$ cat config.mk
export PLATFORM = sky130hd
export DESIGN_NAME = hazard_forward_unit
export DESIGN_NICKNAME = d
export VERILOG_FILES = /design/src/rtl/hazard_forward_unit.sv
export SDC_FILE = /design/constraint.sdc
export NUM_CORES = 1
export LEC_CHECK = 0
export BUFFER_PORTS_ARGS = -buffer_cell sky130_fd_sc_hd__clkbuf_2
export CAP_MARGIN = 10
export CORE_MARGIN = 2
export CORE_UTILIZATION = 42
export DETAILED_ROUTE_END_ITERATION = 10
export MAX_ROUTING_LAYER = met4
export PLACE_DENSITY_LB_ADDON = 0.2
export SETUP_SLACK_MARGIN = 0.02
export SLEW_MARGIN = 10
export SYNTH_ARGS = -nofsm -noshare
export SYNTH_HDL_FRONTEND = slang
export SYNTH_SLANG_ARGS = --single-unit
export TNS_END_PERCENT = 10
$ cat constraint.sdc
create_clock -name Clk -period 3.85 [get_ports Clk]
set_input_delay 0.77 -clock Clk [delete_from_list [all_inputs] [get_ports Clk]]
set_output_delay 0.77 -clock Clk [all_outputs]
set_load 0.01 [all_outputs]
$ cat src/rtl/hazard_forward_unit.sv
// Hazard and forwarding unit: EX forward select, ID write-through bypass,
// load-use stall FSM with configurable bubble count and saturating counter.
module hazard_forward_unit #(
    parameter int ADDR_W    = 5,
    parameter int NUM_SRC   = 2,
    parameter int STALL_CYC = 1,
    parameter int CNT_W     = 32
) (
    input  logic                      Clk,
    input  logic                      Rst,
    input  logic [NUM_SRC*ADDR_W-1:0] ID_Src,
    input  logic [NUM_SRC-1:0]        ID_SrcUsed,
    input  logic [NUM_SRC*ADDR_W-1:0] EX_Src,
    input  logic                      EX_RegWrite,
    input  logic                      EX_MemRead,
    input  logic [ADDR_W-1:0]         EX_WriteReg,
    input  logic                      MEM_RegWrite,
    input  logic                      MEM_MemRead,
    input  logic [ADDR_W-1:0]         MEM_WriteReg,
    input  logic                      WB_RegWrite,
    input  logic [ADDR_W-1:0]         WB_WriteReg,
    input  logic                      Flush,
    output logic [2*NUM_SRC-1:0]      Fwd,
    output logic [NUM_SRC-1:0]        IDBypass,
    output logic                      Stall,
    output logic                      PCWrite,
    output logic                      IFIDWrite,
    output logic                      IDEXBubble,
    output logic [CNT_W-1:0]          StallCount
);

    typedef enum logic {RUN, STALL} state_t;

    localparam logic [3:0] BUB_INIT =
        4'((STALL_CYC > 1) ? (STALL_CYC - 2) : 0);

    state_t            r_state;
    state_t            w_state_nx;
    logic [3:0]        r_bub;
    logic [3:0]        w_bub_nx;
    logic [CNT_W-1:0]  r_cnt;
    logic              w_hazard;
    logic              w_stall;
    logic [2*NUM_SRC-1:0] w_fwd;
    logic [NUM_SRC-1:0]   w_byp;

    wire w_mem_ok = MEM_RegWrite & ~MEM_MemRead & (MEM_WriteReg != '0);
    wire w_wb_ok  = WB_RegWrite & (WB_WriteReg != '0);
    wire w_ld_ok  = EX_RegWrite & EX_MemRead & (EX_WriteReg != '0);

    always_comb begin
        w_fwd    = '0;
        w_byp    = '0;
        w_hazard = 1'b0;
        for (int i = 0; i < NUM_SRC; i++) begin
            if (w_mem_ok && MEM_WriteReg == EX_Src[i*ADDR_W +: ADDR_W])
                w_fwd[2*i +: 2] = 2'd1;
            else if (w_wb_ok && WB_WriteReg == EX_Src[i*ADDR_W +: ADDR_W])
                w_fwd[2*i +: 2] = 2'd2;
            if (w_wb_ok && ID_SrcUsed[i] &&
                WB_WriteReg == ID_Src[i*ADDR_W +: ADDR_W])
                w_byp[i] = 1'b1;
            if (w_ld_ok && ID_SrcUsed[i] &&
                EX_WriteReg == ID_Src[i*ADDR_W +: ADDR_W])
                w_hazard = 1'b1;
        end
    end

    // STALL ignores the hazard term: the load has already moved past EX
    always_comb begin
        w_stall    = 1'b0;
        w_state_nx = r_state;
        w_bub_nx   = r_bub;
        unique case (r_state)
            RUN: begin
                w_stall = w_hazard & ~Flush;
                if (w_stall && STALL_CYC > 1) begin
                    w_state_nx = STALL;
                    w_bub_nx   = BUB_INIT;
                end
            end
            STALL: begin
                w_stall = ~Flush;
                if (Flush || r_bub == 4'd0)
                    w_state_nx = RUN;
                else
                    w_bub_nx = r_bub - 4'd1;
            end
            default: w_state_nx = RUN;
        endcase
    end

    always_ff @(posedge Clk or negedge Rst) begin
        if (!Rst) begin
            r_state <= RUN;
            r_bub   <= 4'd0;
            r_cnt   <= '0;
        end else begin
            r_state <= w_state_nx;
            r_bub   <= w_bub_nx;
            if (w_stall && r_cnt != {CNT_W{1'b1}})
                r_cnt <= r_cnt + 1'b1;
        end
    end

    assign Fwd        = Rst ? w_fwd : '0;
    assign IDBypass   = Rst ? w_byp : '0;
    assign Stall      = Rst & w_stall;
    assign PCWrite    = ~Stall;
    assign IFIDWrite  = ~Stall;
    assign IDEXBubble = Rst & (w_stall | Flush);
    assign StallCount = r_cnt;

endmodule

==> metrics.cfg <==
[pwr]
p_comb_share_pct=13.3
total_leakage_power_nw=1.47
internal_power_uw=604
power_frac_clock_pct=36.9
p_switching_uw=190
p_seq_share_pct=49.8
p_per_area_nw_per_um2=272
p_sw_share_pct=24.0
peakVddDrop_mv=0.168

[critical_path]
criticalPathCategory=input port to output pin
arrival_ns=2.23
worst_setup_path_start_kind=input port
required_ns=3.08
critical_path_peak_fanout=3
endpoint_kind=output pin

[sta]
tns_ns=0
rsz0062_at_grt=false
fin_ws_ns=0.853
whs_ns=0.491
worstMarginPinSlew_ns=0.532
max_clock_freq_mhz=334
finalSetupViolations=0
post-route-min-period_ns=3.00
skew_ns=0.00422
finalHoldViolCount=0
slew_viol_final=0
slew_headroom_pct=64.4
timing.final.crit_share_pct=77.8

[synth]
synthMuxAreaShare_pct=0.954
syn_avg_cell_area_um2=9.30
synth_edf_count=0
synth_ff_type=dfrtp_1
netlist_area_um2=2360
synth.largest_area_cell=dfrtp_1
netlist-cell-type-count=36
yosys.area_share.adder_pct=1.06
synth_top_family_by_area=XOR/XNOR gates
synth_seq_cells=37
ys_warn_count=0
ys_seq_area_share_pct=39.2
synthSimpleGateAreaFrac_pct=24.1
synth-xor-area-share_pct=26.7
synth_nets=301
async_flop_share_pct=100
synthCells=254
synth-compound-area-share_pct=3.55
synthTopCellsByArea=dfrtp_1 39%, xor2_1 14%, xnor2_1 13%
yosysTopAreaCellShare_pct=39.2

[placed_design]
place_inst=401
io_buffers=86
gp_congestion=0.835
place_ws_ns=0.859
dp_hpwl_um=4410

[clock_tree]
clk-insertion-delay-late_ns=0.28
postCtsSetupBuffers=0
holdBufCountCts=0
clock_sinks=37
cts_resized=0
ctsHtreeMaxLevel=2
numCtsBuffers=5
cts_root_buf=clkbuf_8
path_clk_slew_ns=0.07
cts_buffer_depth=2
cts_tree=yes

[grt]
grt_util_all_layers_pct=19.1
grt_overflow=0
antenna_found_initial=0
grt_max_degree=42
grt_pass1_wl_um=9210
grt_pass1_vias=1978

[drt]
drt_iter0_markers=115
ant_nets=0
vias=2057
wl_per_cell_um=13.4
first_pass_iters=4
drc=0
via_per_inst=5.03
drt-total-wl_um=5490

[die]
die-area_um2=6240
coreArea_um2=5470
io_pins=87
num_rows=27
die_h_um=79.0
fp.dieW_um=79.0
start_util_pct=43.1

[cells_and_area]
final_common_cell=clkbuf_2
finalNetCount=383
layoutNonFillerInstCount=409
antennaDiodeCount=0
syn_to_final_growth_pct=24.0
drive_above_1_share_pct=30.9
fillCellCount=542
final_cell_mix=86 x clkbuf_2, 37 x dfrtp_1, 37 x xor2_1

[flow_run]
maxCapViolCount=0

[run_status]
outcome=completed

[min_path]
hold_class=flop to flop

## worst paths after layout
check,start,to,slack [ns],cells past startpoint
worst max-delay path,MEM_WriteReg[1],Fwd[1],0.85,6
worst min-delay path,StallCount[8],StallCount[8],0.49,1
worst max register to register,StallCount[0],StallCount[25],0.97,8
worst min register to register,StallCount[8],StallCount[8],0.49,1
max in group asynchronous,Rst,r_bub[1],2.91,2
min in group asynchronous,Rst,StallCount[12],0.60,2
## worst max-delay path, stage by stage
cell and delay, ns:
clkbuf_2 0.11, or4_1 0.50, o21ai_0 0.21, nor4_1 0.11, nor4_1 0.33, clkbuf_2 0.19
## synthesized netlist by cell type (6+ instances only)
master / count
xor2_1: 37
nand4_1: 10
nor2_1: 14
clkbuf_1: 9
nand2_1: 19
inv_1: 7
nand3_1: 15
or4_1: 6
nor4_1: 11
xnor2_1: 35
dfrtp_1: 37
nor3_1: 14
## logic make-up (layout without fill, tap and decap cells)
kind of cell	count (synthesis)	in the layout
xor gates and xnor gates	72	72
muxes	2	2
buffers and inverters	21	104
DFF	37	37
AOI/OAI and AO/OA	12	12
adders and majority gates	2	2
and+or+nand+nor	108	108
## metrics by stage
stage	area [um^2]	util (%)	power (mW)
after floorplan	2360	-	0.457
after global placement	2830	51.6	0.508
after detailed placement	2830	51.6	0.512
after CTS	2930	53.5	0.808
after global routing	2930	53.5	0.835
final	2930	53.5	0.795
## power groups by stage
stage | combinational, mW | sequential (mW) | clock, mW
finish | 0.106 | 0.396 | 0.293
global route | 0.120 | 0.396 | 0.319
CTS | 0.108 | 0.396 | 0.303
detailed placement | 0.108 | 0.404 | 0
global placement | 0.106 | 0.403 | 0
floorplan | 0.0521 | 0.404 | 0
## per-layer routing
metal  wire length (um)  global-route usage (%)
met3                223                    3.64
met5                  0                       -
met4                 93                    6.55
met1               2520                    24.1
met2               2650                    31.2
## registers in the layout, summed over array words and instances, names as in the netlist
| register | flops |
|---|---|
| r_bub | 4 |
| StallCount | 32 |
| r_state | 1 |
## layout make-up
class	count	area (um^2)	area share, %
Clock buffer	7	96.3	3.29
Clock inverter	1	5.00	0.171
Inverter	7	26.3	0.898
Multi-Input combinational cell	196	1330	45.4
Sequential cell	37	926	31.6
Tap cell	72	90.1	3.08
Timing Repair Buffer	89	453	15.5
Note: power is estimated with default switching activity, not from simulation.
